===== src/rtl/rnn_preact_mac.sv =====
// Streaming MAC for one RNN hidden-unit lane: accumulates sum(w*x) + bias
// over N Q4.12 pairs, then saturates to Q4.12 and holds the result for the
// downstream tanh stage until it is taken.
module rnn_preact_mac #(
    parameter int N     = 16,
    parameter int ACC_W = 40
) (
    input  logic        clk,
    input  logic        reset,
    input  logic        in_valid,
    output logic        in_ready,
    input  logic [15:0] in_w,
    input  logic [15:0] in_x,
    input  logic [15:0] in_bias,
    output logic        out_valid,
    input  logic        out_ready,
    output logic [15:0] out_data,
    output logic        out_sat
);

    localparam int CNT_W = (N > 1) ? $clog2(N) : 1;
    localparam logic [CNT_W-1:0] LAST_CNT = CNT_W'(N - 1);
    localparam logic signed [ACC_W-1:0] MAX_R = ACC_W'(32767);
    localparam logic signed [ACC_W-1:0] MIN_R = ACC_W'(-32768);

    typedef enum logic {
        ACCUM,
        HOLD
    } state_t;

    state_t state;
    state_t state_next;

    logic [CNT_W-1:0]        cnt;
    logic signed [ACC_W-1:0] acc;
    logic signed [31:0]      prod;
    logic signed [ACC_W-1:0] prod_ext;
    logic signed [ACC_W-1:0] bias_ext;
    logic signed [ACC_W-1:0] sum;
    logic signed [ACC_W-1:0] r;
    logic [15:0]             conv_data;
    logic                    conv_sat;
    logic                    accept;
    logic                    last;

    assign accept   = in_valid && in_ready;
    assign last     = (cnt == LAST_CNT);
    assign prod     = $signed(in_w) * $signed(in_x);
    assign prod_ext = {{(ACC_W - 32){prod[31]}}, prod};
    assign bias_ext = {{(ACC_W - 28){in_bias[15]}}, in_bias, 12'h000};

    // Running sum including the current beat; bias seeds the first beat.
    always_comb begin
        sum = ((cnt == '0) ? bias_ext : acc) + prod_ext;
        r   = sum >>> 12;
    end

    // Q8.24 -> Q4.12 by truncation toward -inf with saturation to 16 bits.
    always_comb begin
        conv_data = r[15:0];
        conv_sat  = 1'b0;
        if (r > MAX_R) begin
            conv_data = 16'h7FFF;
            conv_sat  = 1'b1;
        end else if (r < MIN_R) begin
            conv_data = 16'h8000;
            conv_sat  = 1'b1;
        end
    end

    // State register.
    always_ff @(posedge clk) begin
        if (reset) begin
            state <= ACCUM;
        end else begin
            state <= state_next;
        end
    end

    // Next-state: leave ACCUM on the last beat, leave HOLD on out_ready.
    always_comb begin
        state_next = state;
        case (state)
            ACCUM:   if (accept && last) state_next = HOLD;
            HOLD:    if (out_ready) state_next = ACCUM;
            default: state_next = ACCUM;
        endcase
    end

    // Handshake outputs depend on state only.
    always_comb begin
        in_ready  = (state == ACCUM);
        out_valid = (state == HOLD);
    end

    // Element counter, accumulator and registered result.
    always_ff @(posedge clk) begin
        if (reset) begin
            cnt      <= '0;
            acc      <= '0;
            out_data <= '0;
            out_sat  <= 1'b0;
        end else if (accept) begin
            acc <= sum;
            if (last) begin
                cnt      <= '0;
                out_data <= conv_data;
                out_sat  <= conv_sat;
            end else begin
                cnt <= cnt + CNT_W'(1);
            end
        end
    end

endmodule

===== config.mk =====
export PLATFORM = sky130hd
export DESIGN_NAME = rnn_preact_mac
export DESIGN_NICKNAME = d
export VERILOG_FILES = /design/src/rtl/rnn_preact_mac.sv
export SDC_FILE = /design/constraint.sdc
export NUM_CORES = 1
export LEC_CHECK = 0
export CAP_MARGIN = 30
export CELL_PAD_IN_SITES_DETAIL_PLACEMENT = 1
export CELL_PAD_IN_SITES_GLOBAL_PLACEMENT = 1
export CORE_ASPECT_RATIO = 2
export CORE_UTILIZATION = 52
export CTS_CLUSTER_DIAMETER = 150
export DETAILED_ROUTE_END_ITERATION = 6
export DONT_BUFFER_PORTS = 1
export GPL_TIMING_DRIVEN = 0
export PLACE_DENSITY = 0.87
export SYNTH_ARGS = -nofsm -noshare
export SYNTH_HDL_FRONTEND = slang
export SYNTH_SLANG_ARGS = --single-unit

===== constraint.sdc =====
create_clock -name clk -period 9.1 [get_ports clk]
set_clock_uncertainty 0.1 [all_clocks]
set_input_delay 0.91 -clock clk [delete_from_list [all_inputs] [get_ports clk]]
set_output_delay 0.91 -clock clk [all_outputs]
set_load 0.01 [all_outputs]

==> results.yml, run 1 <==
clock_network:
  cts_root_buffer: "clkbuf_16"
  htree_num_levels: 3
  cts.sink_count: 62
  hold_buffers: 0
  cts-buffers-inserted: 9
  clockBufferDepth: 2
  clock_latency_ps: 340
  clkTransAtPathRegs_ps: 50
  cts_tree: "done"
sta:
  max_slew_margin: 0.4240
  rsz0062_at_grt: "false"
  finalSetupViolCount: 0
  fin_setup_tns_ps: 0
  worst_slew_pin_slew_ps: 864.0
  min_period_ps: 8796
  slew_viol_final: 0
  fmaxAchievable_mhz: 113.7
  hold_violations: 0
  finalCritPeriodShare: 0.9666
global_routing:
  grt_pass1_vias: 14930
  antenna_found_initial: 4
  grt_max_degree: 24
  grt_usage: 0.3946
  grt_pass1_wl_mm: 85.33
  overflow: 0
drt:
  routed_wl_mm: 54.88
  vias: 12440
  drt_first_pass_iters: 7
  drc_errors: 0
  final_antenna_net_count: 0
  drt_iter0_markers: 652
  via_per_inst: 5.806
  avgRoutedWirePerCell_um: 25.61
finish:
  stdcell_count: 2143
  final_cell_mix: "414 x inv_1, 328 x fa_1, 292 x nand2_1, 125 x and2_1, 117 x ha_1"
  stdcell_area_um2: 16090
  final_common_cell: "inv_1"
  regArea_um2: 1241
  multi_input_area_um2: 12230
  post_route_cells_drive_above_1_share: 0.02416
  synthToLayoutAreaGrowth_pct: 5.308
  utilization: 0.5576
  layout.nets: 2274
  nFillCells: 3484
die:
  start_util: 0.5295
  die_height_um: 244.4
  die_w_um: 123.2
  rows: 88
  ios: 71
  die_area_um2: 30110
  core_um2: 28850
logic_synthesis:
  seq_area_frac_synth: 0.08125
  async_reset_ff_frac: 0
  synthCells: 1762
  synth-seq-cells: 62
  synth_ff_type: "dfxtp_1"
  post_synth.cell_area_avg_um2: 8.670
  synth_edf_count: 0
  ys_warn_count: 0
  synthesis.nets: 2261
  netlist_area_um2: 15280
  synth_cell_types: 58
placement:
  port_buffers: 0
  dp_cells: 2123
  hpwl_mm: 45.85
  gp_congestion: 0.9662
  dpl-instance-area_um2: 15740
worst_setup_path:
  critPathArrivalTime_ps: 8890
  critPathMaxFanout: 10
  crit_path_end_kind: "flip-flop"
  cpMaxStageDelayCell: "fa_1"
  critPathTopFamily: "adder cells"
  critical_path_required_ps: 9190
  critPathMaxStageDelay_ps: 800
  critPathBufInv: 7
  crit_type: "input pin to flip-flop"
  start_kind: "input pin"
min_path:
  hold_class: "flip-flop to flip-flop"
flow_run:
  max_cap_viol_count: 0
run_status:
  status: "completed"
## per-layer routing
layer / wire length [µm] / track usage
met1: 16480 / 0.3705
met2: 28520 / 0.6740
met3: 3316 / 0.09678
met4: 6566 / 0.3809
met5: 0 / 0
## worst register-to-register path: stages (launching register included)
cell	delay (ps)
dfxtp_1	410
inv_1	70
ha_1	230
nand2_1	110
clkbuf_1	390
clkbuf_1	430
nand2_1	100
nand2_1	250
ha_1	340
fa_1	740
fa_1	530
fa_1	570
inv_1	70
fa_1	470
inv_1	40
ha_1	420
a21oi_1	110
o21ai_0	340
a21oi_1	220
and3_1	220
a22oi_2	300
a31o_2	240
o31ai_1	80
xnor2_1	500
nor2_1	150
a31o_2	330
buf_4	220
a211oi_1	210
## timing repair
action / in CTS / in global routing
hold endpoints to repair: 0 / 0
setup endpoints to repair: 0 / 13
setup buffers: 0 / 0
resized for setup: 0 / 2
## cell families after synthesis
group / count (synthesis) / synth area share
AOI/OAI and AO/OA: 193 / 0.08469
xor gates and xnor gates: 40 / 0.02293
muxes: 3 / 0.001966
adders and majority gates: 447 / 0.5283
and+or+nand+nor: 538 / 0.1621
DFF: 62 / 0.08125
buffers and inverters: 479 / 0.1188
## per-stage QoR
stage	worst slack (ps)	hold slack, ps
floorplan	1179	327.3
global placement	-9.076	335.4
detailed placement	-198.3	346.0
CTS	90.30	353.8
global route	15.53	361.2
finish	303.9	355.3
## sequential cells by signal, indices dropped and copies added (netlist names)
| signal | flops |
|---|---|
| out_valid | 1 |
| out_sat | 1 |
| cnt | 4 |
| out_data | 16 |
| acc | 40 |
## final cells by class
type,instances,area share
diodes,3,0.0004667
plain buffers,65,0.01618
clock buffers,13,0.01556
clock inverters,3,0.004200
inverters,414,0.09660
multi-input cells,1221,0.7600
flip-flops and latches,62,0.07716
well taps,360,0.02800
repair buffers,2,0.001867
## final timing paths
check	endpoint	slack, ps	from	cells past startpoint
min	acc[9]$_SDFFE_PP0P_	360	acc[9]$_SDFFE_PP0P_	2
max reg2reg	out_data[5]$_SDFFE_PP0P_	810	cnt[0]$_SDFFE_PP0P_	27
max	out_data[9]$_SDFFE_PP0P_	300	in_x[4]	26
min reg2reg	acc[9]$_SDFFE_PP0P_	360	acc[9]$_SDFFE_PP0P_	2
## cell usage after synthesis, drive strengths merged, types with 3 or more instances
master,n,area share
nand2,292,0.072
nor2b,6,0.0025
o21a,4,0.0020
fa,330,0.43
o21bai,4,0.0020
nand4,4,0.0016
o21ai,23,0.0078
nand2b,13,0.0053
xnor2,31,0.018
a21oi,81,0.027
or3,5,0.0020
nor3,10,0.0033
nor2,60,0.015
nand3,8,0.0026
a31oi,6,0.0025
o31ai,5,0.0028
o211ai,4,0.0020
ha,117,0.096
dfxtp,62,0.081
buf,12,0.0040
a211oi,23,0.015
inv,414,0.10
xor2,9,0.0052
and3,11,0.0046
clkbuf,53,0.013
and2,125,0.051
mux2i,3,0.0020
a21o,22,0.011
Power of run 1 is left out: the tool's default activity adds up to more than one toggle a clock period on the data nets, which glitch-free logic cannot reach.
==> inputs of run 2 (changes only) <==
Settings changed: CELL_PAD_IN_SITES_DETAIL_PLACEMENT 1 to 0.
==> results.yml, run 2 (synthesis gave the netlist of run 1 again) <==
clock_network:
  clock_latency_ps: 340
  clkTransAtPathRegs_ps: 50
  hold_buffers: 0
  htree_num_levels: 3
  cts_root_buffer: "clkbuf_16"
  cts-buffers-inserted: 9
  cts.sink_count: 62
  cts_tree: "done"
  clockBufferDepth: 2
  cts_setup_buffers: 0
  cts_resized: 0
global_routing:
  grt_pass1_vias: 13100
  antenna_found_initial: 1
  overflow: 0
  grt_max_degree: 24
  grt_pass1_wl_mm: 67.77
  grt_usage: 0.3059
finish:
  post_route_cells_drive_above_1_share: 0.02473
  utilization: 0.5577
  largest_reg_flops: 40
  stdcell_area_um2: 16090
  final_cell_mix: "414 x inv_1, 328 x fa_1, 292 x nand2_1, 125 x and2_1, 117 x ha_1"
  final_common_cell: "inv_1"
  synthToLayoutAreaGrowth_pct: 5.324
  layout.nets: 2273
  regMostFlops: "acc"
  top_regs: "acc x40, out_data x16, cnt x4"
sta:
  min_period_ps: 8609
  max_slew_margin: 0.4589
  rsz0062_at_grt: "false"
  worst_slew_pin_slew_ps: 810.7
  hold_violations: 0
  finalSetupViolCount: 0
  slew_viol_final: 0
  fmaxAchievable_mhz: 116.2
  finalCritPeriodShare: 0.9460
  fin_setup_tns_ps: 0
die:
  die_w_um: 123.2
  die_area_um2: 30110
  die_height_um: 244.4
  rows: 88
  ios: 71
  core_um2: 28850
  start_util: 0.5295
worst_setup_path:
  critPathMaxFanout: 10
  crit_type: "input pin to flip-flop"
  critPathBufInv: 10
  r2r_cells: 28
  path_depth: 28
  r2r_start: "cnt[0]$_SDFFE_PP0P_"
  start_kind: "input pin"
  critPathTopFamily: "adder cells"
  critPathMaxStageDelay_ps: 730
  critPathArrivalTime_ps: 8760
  path_common_cell: "inv_1"
  crit_path_end_kind: "flip-flop"
  critical_path_required_ps: 9250
  cpMaxStageDelayCell: "fa_1"
  r2r_slack_ps: 1340
  timing.rr.end: "out_data[5]$_SDFFE_PP0P_"
min_path:
  hold_end: "acc[6]$_SDFFE_PP0P_"
  min_path_cells: 2
  worstHoldStart: "acc[6]$_SDFFE_PP0P_"
  hold_class: "flip-flop to flip-flop"
drt:
  vias: 11640
  via_per_inst: 5.433
  routed_wl_mm: 42.78
  drt_first_pass_iters: 5
  drc_errors: 0
  drt_iter0_markers: 401
  avgRoutedWirePerCell_um: 19.97
  final_antenna_net_count: 0
placement:
  gp_congestion: 0.9662
  dpl-instance-area_um2: 15740
  port_buffers: 0
  hpwl_mm: 38.06
flow_run:
  max_cap_viol_count: 0
run_status:
  status: "completed"
-- run 2: worst max-delay path by stage --
stage / slack [ps] / end / start
after floorplan: 1180 / out_data[10]$_SDFFE_PP0P_ / in_w[15]
after global placement: -9 / out_data[5]$_SDFFE_PP0P_ / in_x[1]
after detailed placement: -7 / out_data[5]$_SDFFE_PP0P_ / in_x[1]
after CTS: 320 / out_data[6]$_SDFFE_PP0P_ / in_x[1]
after global routing: 130 / out_data[6]$_SDFFE_PP0P_ / in_x[1]
final: 490 / out_data[5]$_SDFFE_PP0P_ / in_x[1]
-- run 2: layout make-up --
cell class                 instances  area [µm²]
buffer                            65       260.3
tap                              360       450.4
antenna                            3       7.507
sequential                        62        1241
multi-input combinational       1221       12230
clock buffer                      13       270.3
fill                            2702       12760
timing repair buffer               1       15.01
clock inverter                     3       65.06
inverter                         414        1554
-- run 2: worst reg2reg max path: cells and delay by family, from the launching register on --
kind / cells / cell delay [ps]
compound gates: 7 / 1590
flops: 1 / 420
fa+ha+maj: 7 / 2800
simple gates: 6 / 850
xor+xnor: 1 / 460
buf+inv: 7 / 1450
-- run 2: per-stage QoR --
stage / instances / hold WS, ps / setup WS [ps]
floorplan: 1762 / 327.3 / 1179
global placement: 2122 / 335.4 / -9.076
detailed placement: 2123 / 341.5 / -7.347
CTS: 2139 / 348.3 / 322.5
global route: 2140 / 371.5 / 132.6
finish: 2142 / 344.5 / 491.5
-- run 2: routing by layer --
layer	part of all wire	vias to the layer above	track usage	wire length, µm
li1	-	5293	-	-
met1	0.31	5834	0.2851	13390
met2	0.55	329	0.5670	23560
met3	0.038	181	0.04408	1617
met4	0.099	0	0.2505	4216
met5	0	-	0	0
Power of run 2 is left out for the same reason.
==> inputs of run 3 (changes only) <==
Settings changed: CORE_UTILIZATION 52 to 56, PLACE_DENSITY 0.87 to 0.92.
Clock period 9.1 ns to 10.1 ns, I/O delays scaled along.
==> results.yml, run 3 (synthesis gave the netlist of run 1 again) <==
run_status:
  status: "completed"
placement:
  dpl-instance-area_um2: 15730
  gp_congestion: 1.001
  hpwl_mm: 37.22
  port_buffers: 0
global_routing:
  grt_pass1_wl_mm: 66.89
  grt_usage: 0.3158
  grt_pass1_vias: 12890
  overflow: 0
  antenna_found_initial: 0
  grt_max_degree: 24
finish:
  post_route_cells_drive_above_1_share: 0.02192
  largest_reg_flops: 40
  regMostFlops: "acc"
  stdcell_area_um2: 16010
  nFillCells: 2461
  final_common_cell: "inv_1"
  synthToLayoutAreaGrowth_pct: 4.832
  top_regs: "acc x40, out_data x16, cnt x4"
  layout.nets: 2273
  utilization: 0.5952
  final_cell_mix: "414 x inv_1, 330 x fa_1, 292 x nand2_1, 125 x and2_1, 117 x ha_1"
worst_setup_path:
  critPathMaxFanout: 10
  crit_path_end_kind: "flip-flop"
  critPathArrivalTime_ps: 8990
  crit_type: "input pin to flip-flop"
  critPathBufInv: 9
  path_common_cell: "inv_1"
  critical_path_required_ps: 10250
  start_kind: "input pin"
  critPathTopFamily: "adder cells"
  critPathMaxStageDelay_ps: 800
  cpMaxStageDelayCell: "fa_1"
min_path:
  hold_class: "flip-flop to flip-flop"
clock_network:
  cts_resized: 0
  hold_buffers: 0
  cts_setup_buffers: 0
  cts_root_buffer: "clkbuf_16"
  htree_num_levels: 3
  clkTransAtPathRegs_ps: 50
  cts.sink_count: 62
  cts-buffers-inserted: 9
  cts_tree: "done"
  clock_latency_ps: 340
  clockBufferDepth: 2
sta:
  finalCritPeriodShare: 0.8754
  hold_violations: 0
  worst_slew_pin_slew_ps: 816.9
  fmaxAchievable_mhz: 113.1
  max_slew_margin: 0.4548
  finalSetupViolCount: 0
  min_period_ps: 8841
  slew_viol_final: 0
  rsz0062_at_grt: "false"
  fin_setup_tns_ps: 0
die:
  die_height_um: 235.6
  die_area_um2: 27980
  start_util: 0.5677
  ios: 71
  core_um2: 26910
  die_w_um: 118.8
  rows: 85
drt:
  final_antenna_net_count: 0
  drt_first_pass_iters: 6
  drc_errors: 0
  routed_wl_mm: 41.55
  via_per_inst: 5.467
  drt_iter0_markers: 489
  avgRoutedWirePerCell_um: 19.52
  vias: 11630
flow_run:
  max_cap_viol_count: 0
-- run 3: cell count changes in the layout (fill, tap and decap cells not counted) --
cell | previous run | this run
clkinvlp_4 | 0 | 2
bufinv_16 | 2 | 1
diode_2 | 3 | 1
fa_1 | 328 | 330
clkinv_2 | 1 | 0
clkbuf_8 | 3 | 0
fa_2 | 2 | 0
clkbuf_1 | 54 | 57
-- run 3: worst paths after layout --
path | startpoint | endpoint | slack (ps) | cells past startpoint
max | in_w[15] | out_data[5]$_SDFFE_PP0P_ | 1260 | 26
min | acc[11]$_SDFFE_PP0P_ | acc[11]$_SDFFE_PP0P_ | 340 | 2
max reg2reg | cnt[0]$_SDFFE_PP0P_ | out_data[5]$_SDFFE_PP0P_ | 2370 | 28
min reg2reg | acc[11]$_SDFFE_PP0P_ | acc[11]$_SDFFE_PP0P_ | 340 | 2
-- run 3: final cells by class --
type                       instances  area [µm²]  share of cell area
buffer                            65       260.3             0.01625
inverter                         414        1554             0.09704
clock buffer                      13       240.2             0.01500
clock inverter                     3       45.04            0.002813
tap                              348       435.4             0.02719
timing repair buffer               1       15.01           0.0009376
multi-input combinational       1221       12220              0.7631
sequential                        62        1241             0.07751
antenna                            1       2.502           0.0001563
-- run 3: worst min-delay path: stages (launching register included) --
cell and delay (ps):
dfxtp_1 300, nand2_1 50, a21oi_1 50
-- run 3: routing by layer --
metal	vias to the layer above	track usage	routed length, µm
li1	5296	-	-
met1	5826	0.2989	12950
met2	335	0.5944	22910
met3	177	0.03924	1604
met4	0	0.2589	4075
met5	-	0	0
-- run 3: metrics by stage --
step	instances	hold slack [ps]	setup WS (ps)
after floorplan	1762	327.3	2079
after global placement	2110	335.4	1013
after detailed placement	2111	339.6	923.4
after CTS	2127	346.5	1221
after global routing	2127	362.7	778.1
final	2128	343.9	1259
Power of run 3 is left out for the same reason.
